===== src/rtl/plat_collide_scan.sv =====
// Sequential landing-platform scan: evaluates one platform slot per cycle and
// reports the highest platform the falling character lands on this frame.
module plat_collide_scan #(
    parameter int unsigned PLATFORM_NUM_PER_BLOCK = 7,
    parameter int unsigned PHY_WIDTH              = 16,
    parameter int unsigned BLOCK_LEN_WIDTH        = 4,
    parameter int unsigned TILE_W                 = 8,
    parameter int unsigned CHAR_W                 = 16
) (
    input  logic                                              sys_clk,
    input  logic                                              sys_rst,
    input  logic                                              start,
    input  logic [PHY_WIDTH-1:0]                              char_x,
    input  logic signed [PHY_WIDTH:0]                         char_y,
    input  logic signed [PHY_WIDTH:0]                         char_next_y,
    input  logic                                              falling,
    input  logic                                              block_switch,
    input  logic [PLATFORM_NUM_PER_BLOCK*PHY_WIDTH-1:0]       plat_relative_x,
    input  logic [PLATFORM_NUM_PER_BLOCK*PHY_WIDTH-1:0]       plat_relative_y,
    input  logic [PLATFORM_NUM_PER_BLOCK*BLOCK_LEN_WIDTH-1:0] plat_len,
    output logic                                              busy,
    output logic                                              done,
    output logic                                              hit,
    output logic [2:0]                                        hit_idx,
    output logic [PHY_WIDTH-1:0]                              land_y
);

    localparam int unsigned XW       = PHY_WIDTH + 1;
    localparam logic [2:0]  LAST_IDX = 3'(PLATFORM_NUM_PER_BLOCK - 1);

    typedef enum logic [1:0] {
        IDLE = 2'd0,
        SCAN = 2'd1,
        DONE = 2'd2
    } state_e;

    state_e                   state_q;
    logic [2:0]               cnt_q;
    logic [PHY_WIDTH-1:0]     cx_q;
    logic signed [XW-1:0]     cy_q;
    logic signed [XW-1:0]     cny_q;
    logic                     fall_q;
    logic                     best_v_q;
    logic [2:0]               best_idx_q;
    logic [PHY_WIDTH-1:0]     best_y_q;
    logic                     busy_q;
    logic                     done_q;
    logic                     hit_q;
    logic [2:0]               hit_idx_q;
    logic [PHY_WIDTH-1:0]     land_y_q;

    logic [PHY_WIDTH-1:0]       sel_x;
    logic [PHY_WIDTH-1:0]       sel_y;
    logic [BLOCK_LEN_WIDTH-1:0] sel_len;
    logic [XW-1:0]              x_ext;
    logic [XW-1:0]              cx_ext;
    logic [XW-1:0]              right_edge;
    logic signed [XW-1:0]       y_ext;
    logic                       overlap;
    logic                       cand;
    logic                       take;
    logic                       best_v_d;
    logic [2:0]                 best_idx_d;
    logic [PHY_WIDTH-1:0]       best_y_d;

    // Select the slot addressed by the scan counter from the packed buses.
    always_comb begin
        sel_x   = '0;
        sel_y   = '0;
        sel_len = '0;
        for (int i = 0; i < int'(PLATFORM_NUM_PER_BLOCK); i++) begin
            if (3'(i) == cnt_q) begin
                sel_x   = plat_relative_x[i*PHY_WIDTH +: PHY_WIDTH];
                sel_y   = plat_relative_y[i*PHY_WIDTH +: PHY_WIDTH];
                sel_len = plat_len[i*BLOCK_LEN_WIDTH +: BLOCK_LEN_WIDTH];
            end
        end
    end

    // Landing test for the current slot; extra bit keeps the edge sums from wrapping.
    always_comb begin
        x_ext      = {1'b0, sel_x};
        cx_ext     = {1'b0, cx_q};
        right_edge = x_ext + XW'(sel_len) * XW'(TILE_W);
        y_ext      = $signed({1'b0, sel_y});
        overlap    = ((cx_ext + XW'(CHAR_W)) > x_ext) && (cx_ext < right_edge);
        cand       = (sel_len != '0) && fall_q && overlap &&
                     (cy_q >= y_ext) && (cny_q <= y_ext);
        take       = cand && (!best_v_q || (sel_y > best_y_q));
        best_v_d   = best_v_q | cand;
        best_idx_d = take ? cnt_q : best_idx_q;
        best_y_d   = take ? sel_y : best_y_q;
    end

    always_ff @(posedge sys_clk) begin
        if (sys_rst) begin
            state_q    <= IDLE;
            cnt_q      <= '0;
            cx_q       <= '0;
            cy_q       <= '0;
            cny_q      <= '0;
            fall_q     <= 1'b0;
            best_v_q   <= 1'b0;
            best_idx_q <= '0;
            best_y_q   <= '0;
            busy_q     <= 1'b0;
            done_q     <= 1'b0;
            hit_q      <= 1'b0;
            hit_idx_q  <= '0;
            land_y_q   <= '0;
        end else begin
            done_q <= 1'b0;
            case (state_q)
                IDLE: begin
                    if (start) begin
                        state_q    <= SCAN;
                        busy_q     <= 1'b1;
                        cnt_q      <= '0;
                        cx_q       <= char_x;
                        cy_q       <= char_y;
                        cny_q      <= char_next_y;
                        fall_q     <= falling;
                        best_v_q   <= 1'b0;
                        best_idx_q <= '0;
                        best_y_q   <= '0;
                    end
                end
                SCAN: begin
                    if (block_switch) begin
                        // Platform set changed under us: discard progress and rescan.
                        cnt_q      <= '0;
                        best_v_q   <= 1'b0;
                        best_idx_q <= '0;
                        best_y_q   <= '0;
                    end else if (cnt_q == LAST_IDX) begin
                        state_q    <= DONE;
                        done_q     <= 1'b1;
                        hit_q      <= best_v_d;
                        hit_idx_q  <= best_v_d ? best_idx_d : 3'd0;
                        land_y_q   <= best_v_d ? best_y_d : '0;
                        best_v_q   <= 1'b0;
                        best_idx_q <= '0;
                        best_y_q   <= '0;
                    end else begin
                        cnt_q      <= cnt_q + 3'd1;
                        best_v_q   <= best_v_d;
                        best_idx_q <= best_idx_d;
                        best_y_q   <= best_y_d;
                    end
                end
                DONE: begin
                    state_q <= IDLE;
                    busy_q  <= 1'b0;
                    cnt_q   <= '0;
                end
                default: begin
                    state_q <= IDLE;
                    busy_q  <= 1'b0;
                end
            endcase
        end
    end

    assign busy    = busy_q;
    assign done    = done_q;
    assign hit     = hit_q;
    assign hit_idx = hit_idx_q;
    assign land_y  = land_y_q;

endmodule


===== config.mk =====
export PLATFORM = sky130hd
export DESIGN_NAME = plat_collide_scan
export DESIGN_NICKNAME = d
export VERILOG_FILES = /design/src/rtl/plat_collide_scan.sv
export SDC_FILE = /design/constraint.sdc
export NUM_CORES = 1
export LEC_CHECK = 0
export ABC_AREA = 1
export BUFFER_PORTS_ARGS = -buffer_cell sky130_fd_sc_hd__buf_2
export CORE_MARGIN = 2
export CORE_UTILIZATION = 40
export DETAILED_ROUTE_END_ITERATION = 8
export GPL_ROUTABILITY_DRIVEN = 1
export PLACE_DENSITY = 0.67
export SLEW_MARGIN = 20
export SYNTH_ARGS = -nofsm -noshare
export SYNTH_HDL_FRONTEND = slang
export SYNTH_SLANG_ARGS = --single-unit

===== constraint.sdc =====
create_clock -name sys_clk -period 7.85 [get_ports sys_clk]
set_input_delay 1.57 -clock sys_clk [delete_from_list [all_inputs] [get_ports sys_clk]]
set_output_delay 1.57 -clock sys_clk [all_outputs]
set_load 0.02 [all_outputs]

==> results_dict.tcl, run 1 <==
set metrics [dict create \
    outcome "finished, final reports clean" \
    synth_compound_area_frac 0.170 \
    synthCells 1389 \
    cp_common_cell "nand2_1" \
    hold_end "land_y[7]" \
    grt_pass1_wl_um 49000 \
    hp-class "flop to flop" \
    min_delay_path_depth 2 \
    ys_types 45 \
    final_max_slew_viol_count 0 \
    firstDrtPassIters 5 \
    cap_violations 0 \
    clk_pin_slew_worst_paths_ns 0.07 \
    yosys_warnings 0 \
    place_area_um2 10300 \
    final_common_cell "nand2_1" \
    synth-simple-area-share 0.366 \
    drt_iter0_drc 555 \
    dp_hpwl_um 25400 \
    r2r-end "land_y[12]" \
    cp_max_fo 23 \
    postRouteAntennaNets 0 \
    drive_gt1_frac 0.233 \
    seq_area_frac_synth 0.227 \
    grt_setup_unrepaired "no" \
    synth_area_um2 8630 \
    arrival_ns 6.61 \
    path_class "flop to flop" \
    crit_path_max_incr_delay_ns 0.72 \
    die_y_um 151 \
    finalSetupTns_ns 0 \
    min_period_ns 6.34 \
    cp.required_ns 8.12 \
    ys_ff_latch 98 \
    critPathCaptureType "flop" \
    clk_latency_ns 0.36 \
    rrSetupSlack_ns 1.51 \
    finClkSkew_ns 0.0129 \
    crit_slowest_cell "a21oi_2" \
    io_pins 329 \
    postCtsSetupBuffers 0 \
    relSlewSlack 0.293 \
    ys.flop_type "dfxtp_1" \
    setup_viol 0 \
    rows 53 \
    yosys.area_share.adder 0.128 \
    synth_top_family_by_area "simple AND/OR/NAND/NOR gates" \
    clock-sinks 98 \
    synthMuxAreaShare 0 \
    grt_pass1_vias 9521 \
    clockRootBuffer "clkbuf_16" \
    nets 2053 \
    overflow 0 \
    die_w_um 151 \
    synth_top_area_frac 0.227 \
    async_flop_share 0 \
    clock.fmax_mhz 158 \
    htree_levels 3 \
    antenna_found_initial 3 \
    netlist_top_cells_area "dfxtp_1 23%, nand2_1 21%, ha_1 13%" \
    via_per_inst 5.23 \
    total_power_w 0.00173 \
    start_util 0.409 \
    post-route-util 0.504 \
    r2r_start "cnt_q[2]" \
    clock_path_buffers 2 \
    leakage_nw 5.32 \
    gp_congestion 0.974 \
    finalHoldViolCount 0 \
    final_area_um2 10600 \
    ctsHoldBuffers 0 \
    final_cell_mix "479 x nand2_1, 328 x buf_2, 116 x a21oi_1, 103 x nor2_1, 98 x dfxtp_1" \
    io_buffers 328 \
    start_kind "flop" \
    synth_area_per_cell_um2 6.21 \
    cts_tree "done" \
    worstMarginPinSlew_ns 1.06 \
    wl_um 31900 \
    synth_nets 1784 \
    synth_edf_count 0 \
    area_growth_pct 23.2 \
    grt_max_degree 99 \
    numCtsBuffers 9 \
    yosys.area_share.xor_xnor 0.0193 \
    vdd_drop_max_uv 102 \
    remaining_drc_errors 0 \
    hold_start "land_y[7]" \
    via_count 10152 \
    power.density_nw_per_um2 162 \
    synth_area_leader_cell "dfxtp_1" \
    rr_worst_depth 30 \
    track_usage 0.277 \
    dieArea_um2 22800 \
    core-area_um2 21100 \
    layout_worst_path_cycle_share 0.808 \
    wl_per_cell_um 16.4 \
    fill_cells 2249 \
    post_cts_resized 0 \
]
## per-stage QoR
| stage | setup slack, ns | cells | hold WS (ns) |
|---|---|---|---|
| floorplan | 2.78 | 1389 | 0.445 |
| global placement | 1.58 | 1922 | 0.451 |
| detailed placement | 1.46 | 1922 | 0.453 |
| CTS | 1.50 | 1938 | 0.464 |
| global route | 0.801 | 1941 | 0.490 |
| finish | 1.51 | 1941 | 0.463 |
## state kept, by name, summed over array words and instances (netlist names), 2 cells and up
| register | flops |
|---|---|
| cnt_q | 3 |
| state_q | 2 |
| best_y_q | 16 |
| land_y | 16 |
| cny_q | 17 |
| best_idx_q | 3 |
| hit_idx | 3 |
| cy_q | 17 |
| cx_q | 16 |
## synthesized netlist by cell type (all sizes together) (18+ instances only)
cell    number
nand2      485
ha          87
o211ai      37
buf         34
o21ai       46
dfxtp       98
clkbuf      45
nand3       84
nand4       40
a211oi      21
nor2       106
a21oi      119
nor3        18
inv        105
## routing by layer
metal,global-route usage,wire (um),part of all wire,up-vias
li1,-,-,-,5155
met1,0.349,13600,0.43,4575
met2,0.468,14900,0.47,353
met3,0.0578,2360,0.074,69
met4,0.100,970,0.030,0
met5,0,0,0,-
## critical path: cells and delay by family, from the launching register on
| family | cells | cell delay (ns) |
|---|---|---|
| AO/OA/AOI/OAI | 9 | 2.05 |
| flip-flops | 1 | 0.61 |
| adder cells (fa/ha/maj) | 3 | 1.07 |
| buffers and inverters | 3 | 0.75 |
| AND/OR/NAND/NOR | 15 | 1.75 |
## how the worst max path moves through the flow
stage                        startpoint           end  slack [ns]  depth (start not counted)
floorplan           plat_relative_x[19]  best_y_q[10]        2.78                         31
global placement    plat_relative_x[19]    hit_idx[2]        1.58                         30
detailed placement   plat_relative_x[4]    land_y[14]        1.46                         29
CTS                            cnt_q[2]    land_y[14]        1.50                         30
global route                   cnt_q[1]    hit_idx[0]        0.80                         30
finish                         cnt_q[2]    land_y[12]        1.51                         30
## cell families after synthesis
kind of cell / after synthesis
xor gates and xnor gates: 19
and+or+nand+nor: 750
buffers and inverters: 186
adders and majority gates: 88
DFF: 98
AOI/OAI and AO/OA: 248
## final cells by class
type                    instances  area (um^2)  share of cell area
well taps                     275          344              0.0324
diodes                          3         7.51            0.000706
clock buffers                  10          229              0.0215
multi-input cells            1105         5900               0.555
repair buffers                337         1710               0.161
flip-flops and latches         98         1960               0.184
inverters                     107          404              0.0380
clock inverters                 6         75.1             0.00706
## report_power, final
group,internal (W),switching (W),total (W)
combinational,0.000284,0.000451,0.000735
sequential,0.000516,0.0000163,0.000533
clock,0.000252,0.000207,0.000459
total,0.00105,0.000674,0.00173
Power figures use the tool's default switching activity.
==> inputs of run 2 (changes only) <==
--- a/config.mk
+++ b/config.mk
@@ -11,7 +11,7 @@
 export CORE_UTILIZATION = 40
 export DETAILED_ROUTE_END_ITERATION = 8
 export GPL_ROUTABILITY_DRIVEN = 1
-export PLACE_DENSITY = 0.67
+export PLACE_DENSITY = 0.7
 export SLEW_MARGIN = 20
 export SYNTH_ARGS = -nofsm -noshare
 export SYNTH_HDL_FRONTEND = slang
==> constraint.sdc (replaced) <==
create_clock -name sys_clk -period 5.56 [get_ports sys_clk]
set_input_delay 1.112 -clock sys_clk [delete_from_list [all_inputs] [get_ports sys_clk]]
set_output_delay 1.112 -clock sys_clk [all_outputs]
set_load 0.02 [all_outputs]
==> run 2 against run 1 <==
  * Clock power increased by 42%
  * Register-to-register slack got worse by 1.0 ns
  * First-iteration DRC count decreased by 5.6%
  * Maximum frequency increased by 25%
  * Largest power group unchanged
==> results_dict.tcl, run 2 (same netlist as run 1, synthesis figures left out) <==
set metrics [dict create \
    crit_path_max_incr_delay_ns 0.46 \
    grt_max_degree 66 \
    dp_hpwl_um 25400 \
    drt_iter0_drc 524 \
    wl_per_cell_um 16.3 \
    io_pins 329 \
    via_count 10359 \
    area_growth_pct 24.8 \
    cp.required_ns 5.84 \
    cp_max_fo 21 \
    final_cell_mix "479 x nand2_1, 327 x buf_2, 116 x a21oi_1, 103 x nor2_1, 97 x dfxtp_1" \
    crit_slowest_cell "dfxtp_1" \
    setup_viol 0 \
    numCtsBuffers 9 \
    path_class "flop to flop" \
    holdWs_ns 0.464 \
    hp-class "flop to flop" \
    clk_pin_slew_worst_paths_ns 0.07 \
    firstDrtPassIters 5 \
    finalHoldViolCount 0 \
    drive_gt1_frac 0.242 \
    wl_met1_um 13500 \
    dp_cells 1938 \
    vdd_drop_max_uv 207 \
    leakage_nw 5.40 \
    die_y_um 151 \
    wl_um 31900 \
    arrival_ns 5.37 \
    fill_cells 2247 \
    clock.fmax_mhz 197 \
    via_per_inst 5.29 \
    cap_violations 0 \
    power.density_nw_per_um2 228 \
    rows 53 \
    final_area_um2 10800 \
    postCtsSetupBuffers 0 \
    top_layer "met5" \
    post-route-util 0.511 \
    place_area_um2 10400 \
    cts_tree "done" \
    final_common_cell "nand2_1" \
    dr_wl_met2_um 14900 \
    dr_wl_met3_um 2340 \
    clock-sinks 98 \
    min_delay_path_depth 2 \
    worstMarginPinSlew_ns 0.850 \
    top_regs "cny_q: 17 flops, cy_q: 17 flops" \
    finClkSkew_ns 0.0108 \
    start_util 0.409 \
    outcome "finished, final reports clean" \
    rr_worst_depth 32 \
    io_buffers 328 \
    clockRootBuffer "clkbuf_16" \
    remaining_drc_errors 0 \
    final_max_slew_viol_count 0 \
    layout.cells.non_filler 1957 \
    postRouteAntennaNets 0 \
    relSlewSlack 0.433 \
    critPathCaptureType "flop" \
    grt_pass1_wl_um 48900 \
    layout_worst_path_cycle_share 0.915 \
    core-area_um2 21100 \
    dieArea_um2 22800 \
    finalSetupTns_ns 0 \
    track_usage 0.276 \
    seqCellArea_um2 1960 \
    start_kind "flop" \
    grt_pass1_vias 9739 \
    min_period_ns 5.09 \
    nets 2069 \
    antenna_found_initial 4 \
    htree_levels 3 \
    clk_latency_ns 0.36 \
    cp_common_cell "nand2_1" \
    multiInputGateArea_um2 5910 \
    overflow 0 \
    die_w_um 151 \
    gp_congestion 0.964 \
    grt_setup_unrepaired "no" \
    clock_path_buffers 2 \
]
## run 2: metrics by stage
step | worst slack, ns | total power [W]
finish | 0.472 | 0.00246
global route | 0.00284 | 0.00264
CTS | 0.355 | 0.00246
detailed placement | 0.335 | 0.00181
global placement | 0.384 | 0.00179
floorplan | 0.538 | 0.00146
## run 2: area by class of cell
class,count,area share
Inverter,107,0.0378
Sequential cell,98,0.182
Antenna cell,3,0.000697
Clock inverter,5,0.00569
Timing Repair Buffer,353,0.170
Clock buffer,11,0.0225
Multi-Input combinational cell,1105,0.549
Tap cell,275,0.0319
## run 2: power by group
part	leakage (nW)	switching, W	internal [W]
registers	0.800	0.0000245	0.000729
clock network	0.150	0.000287	0.000364
logic	4.45	0.000640	0.000412
## run 2: timing repair
action / CTS / global route
resized for setup: 0 / 5
endpoints found under the setup margin: 0 / 39
hold buffers: 0 / 0
## run 2: routing by layer
layer,vias to the layer above,global-route usage
li1,5183,-
met1,4708,0.332
met2,394,0.485
met3,72,0.0611
met4,2,0.0953
met5,-,0
## run 2: critical path: cells and delay by family, from the launching register on
kind,cells,cell delay (ns)
AOI/OAI and AO/OA,8,1.25
DFF,1,0.46
buffers and inverters,4,0.68
and+or+nand+nor,15,1.37
adders and majority gates,5,1.21
## run 2: worst paths after layout
path | end | slack (ns) | startpoint
worst min-delay path | land_y[5] | 0.46 | land_y[5]
worst min register to register | land_y[5] | 0.46 | land_y[5]
worst max-delay path | best_y_q[14] | 0.47 | cnt_q[0]
worst max register to register | best_y_q[14] | 0.47 | cnt_q[0]
==> inputs of run 3 (changes only) <==
--- a/config.mk
+++ b/config.mk
@@ -5,13 +5,12 @@
 export SDC_FILE = /design/constraint.sdc
 export NUM_CORES = 1
 export LEC_CHECK = 0
-export ABC_AREA = 1
 export BUFFER_PORTS_ARGS = -buffer_cell sky130_fd_sc_hd__buf_2
 export CORE_MARGIN = 2
 export CORE_UTILIZATION = 40
 export DETAILED_ROUTE_END_ITERATION = 8
 export GPL_ROUTABILITY_DRIVEN = 1
-export PLACE_DENSITY = 0.7
+export PLACE_DENSITY = 0.71
 export SLEW_MARGIN = 20
 export SYNTH_ARGS = -nofsm -noshare
 export SYNTH_HDL_FRONTEND = slang
==> run 3 against run 2 <==
  * Clock skew is 0.0034 ns lower
  * Design area is 2.2% lower
  * Sequential share of layout area is 0.49 points higher
  * Synthesized cell count is 22% lower
  * Critical path type unchanged
==> results_dict.tcl, run 3 <==
set metrics [dict create \
    outcome "finished, final reports clean" \
    core-area_um2 19700 \
    synth_top_area_frac 0.243 \
    path_class "flop to flop" \
    yosys.area_share.xor_xnor 0.0217 \
    async_flop_share 0 \
    area_growth_pct 30.4 \
    clock.fmax_mhz 192 \
    remaining_drc_errors 0 \
    synth-simple-area-share 0.205 \
    final_area_um2 10500 \
    hp-class "flop to flop" \
    yosys.cell_count.top_type "nand2_1" \
    cp-startpoint "cnt_q[0]" \
    synth_top_family_by_area "compound AO/OA/AOI/OAI gates" \
    start_util 0.411 \
    wl_per_cell_um 19.2 \
    top_regs "cny_q: 17 flops, cy_q: 17 flops" \
    post-route-util 0.536 \
    wl_um 32300 \
    yosys_warnings 0 \
    cap_violations 0 \
    final_common_cell "buf_2" \
    final_cell_mix "328 x buf_2, 204 x nand2_1, 95 x dfxtp_1, 94 x a21oi_1, 85 x o21ai_0" \
    postRouteAntennaNets 0 \
    synth_compound_area_frac 0.297 \
    synth_edf_count 0 \
    yosys.area_share.adder 0.137 \
    synth_nets 1481 \
    via_per_inst 5.63 \
    final_max_slew_viol_count 0 \
    leakage_nw 4.92 \
    die_y_um 146 \
    clk_pin_slew_worst_paths_ns 0.07 \
    total_power_w 0.00202 \
    cp_max_fo 19 \
    seq_area_frac_synth 0.243 \
    gp_congestion 0.985 \
    die_w_um 146 \
    grt_pass1_wl_um 49600 \
    min_period_ns 5.22 \
    firstDrtPassIters 5 \
    vdd_drop_max_uv 168 \
    antenna_found_initial 1 \
    drt_iter0_drc 720 \
    start_kind "flop" \
    dieArea_um2 21300 \
    via_count 9471 \
    synth_area_per_cell_um2 7.44 \
    ys_types 68 \
    ys.flop_type "dfxtp_1" \
    io_pins 329 \
    grt_pass1_vias 9298 \
    crit_path_max_incr_delay_ns 0.36 \
    place_area_um2 10200 \
    worstMarginPinSlew_ns 0.915 \
    layout_worst_path_cycle_share 0.938 \
    power.density_nw_per_um2 192 \
    grt_max_degree 65 \
    clock-sinks 98 \
    io_buffers 328 \
    netlist_top_cells_area "dfxtp_1 24%, ha_1 13%, nand2_1 9.6%" \
    clock_path_buffers 2 \
    finClkSkew_ns 0.00739 \
    setup_viol 0 \
    ys_ff_latch 98 \
    dp_hpwl_um 26300 \
    nets 1807 \
    cp.required_ns 5.80 \
    synth_area_leader_cell "dfxtp_1" \
    cts_tree "done" \
    numCtsBuffers 9 \
    synthCells 1086 \
    clk_latency_ns 0.35 \
    htree_levels 3 \
    synth_area_um2 8080 \
    ctsHoldBuffers 0 \
    rows 51 \
    fill_cells 2037 \
    critPathCaptureType "flop" \
    finalHoldViolCount 0 \
    synthTopCellsByCount "206 x nand2_1, 98 x dfxtp_1, 95 x a21oi_1" \
    drive_gt1_frac 0.303 \
    synthMuxAreaShare 0.0235 \
    r2r_start "cnt_q[0]" \
    overflow 0 \
    hold_start "cy_q[0]" \
    clockRootBuffer "clkbuf_16" \
    crit_slowest_cell "dfxtp_2" \
    relSlewSlack 0.390 \
    track_usage 0.290 \
    arrival_ns 5.46 \
]
## run 3: logic make-up after synthesis
kind of cell	after synthesis
flops	98
mux	19
simple gates	370
xor+xnor	20
compound gates	361
buf+inv	130
fa+ha+maj	88
## run 3: report_power, final
group	total (W)	internal, W	switching (W)
Sequential	0.000746	0.000723	0.0000221
Combinational	0.000678	0.000308	0.000370
Clock	0.000600	0.000319	0.000281
Total	0.00202	0.00135	0.000673
## run 3: area by class of cell
cell class | instances | area [um^2] | area share
Tap cell | 265 | 332 | 0.0315
Multi-Input combinational cell | 858 | 5600 | 0.532
Sequential cell | 98 | 1970 | 0.187
Antenna cell | 1 | 2.50 | 0.000238
Inverter | 60 | 225 | 0.0214
Timing Repair Buffer | 385 | 2120 | 0.201
Clock inverter | 5 | 37.5 | 0.00356
Clock buffer | 11 | 243 | 0.0230
## run 3: repair_timing
item	4_1_cts	5_1_grt
resized for setup	0	31
endpoints found under the setup margin	0	40
setup buffers	0	1
## run 3: metal layers
metal	vias to the layer above	GRT usage	share of wire
met1	4405	0.364	0.42
met2	403	0.499	0.48
met4	0	0.112	0.034
li1	4599	-	-
met3	64	0.0466	0.062
met5	-	0	0
## run 3: critical path: cells and delay by family, from the launching register on
kind                       cells  cell delay [ns]
AOI/OAI and AO/OA             12             2.16
xor gates and xnor gates       1             0.12
adders and majority gates      4             0.80
buffers and inverters          7             0.96
DFF                            1             0.36
and+or+nand+nor                4             0.72
## run 3: per-stage QoR
| stage | std cells | hold WS [ns] | worst slack (ns) | TNS (ns) |
|---|---|---|---|---|
| 6_report | 1683 | 0.456 | 0.342 | 0 |
| 3_3_place_gp | 1665 | 0.439 | 0.0922 | 0 |
| 4_1_cts | 1681 | 0.460 | 0.0790 | 0 |
| 3_5_place_dp | 1665 | 0.444 | -0.00960 | -0.0264 |
| 2_1_floorplan | 1086 | 0.433 | 0.0121 | 0 |
| 5_1_grt | 1683 | 0.482 | -0.0136 | -0.0297 |
## run 3: final timing paths
| path | to | slack, ns | depth (start not counted) |
|---|---|---|---|
| max | best_y_q[5] | 0.34 | 28 |
| min | cy_q[0] | 0.46 | 2 |
| max reg2reg | best_y_q[5] | 0.34 | 28 |
| min reg2reg | cy_q[0] | 0.46 | 2 |
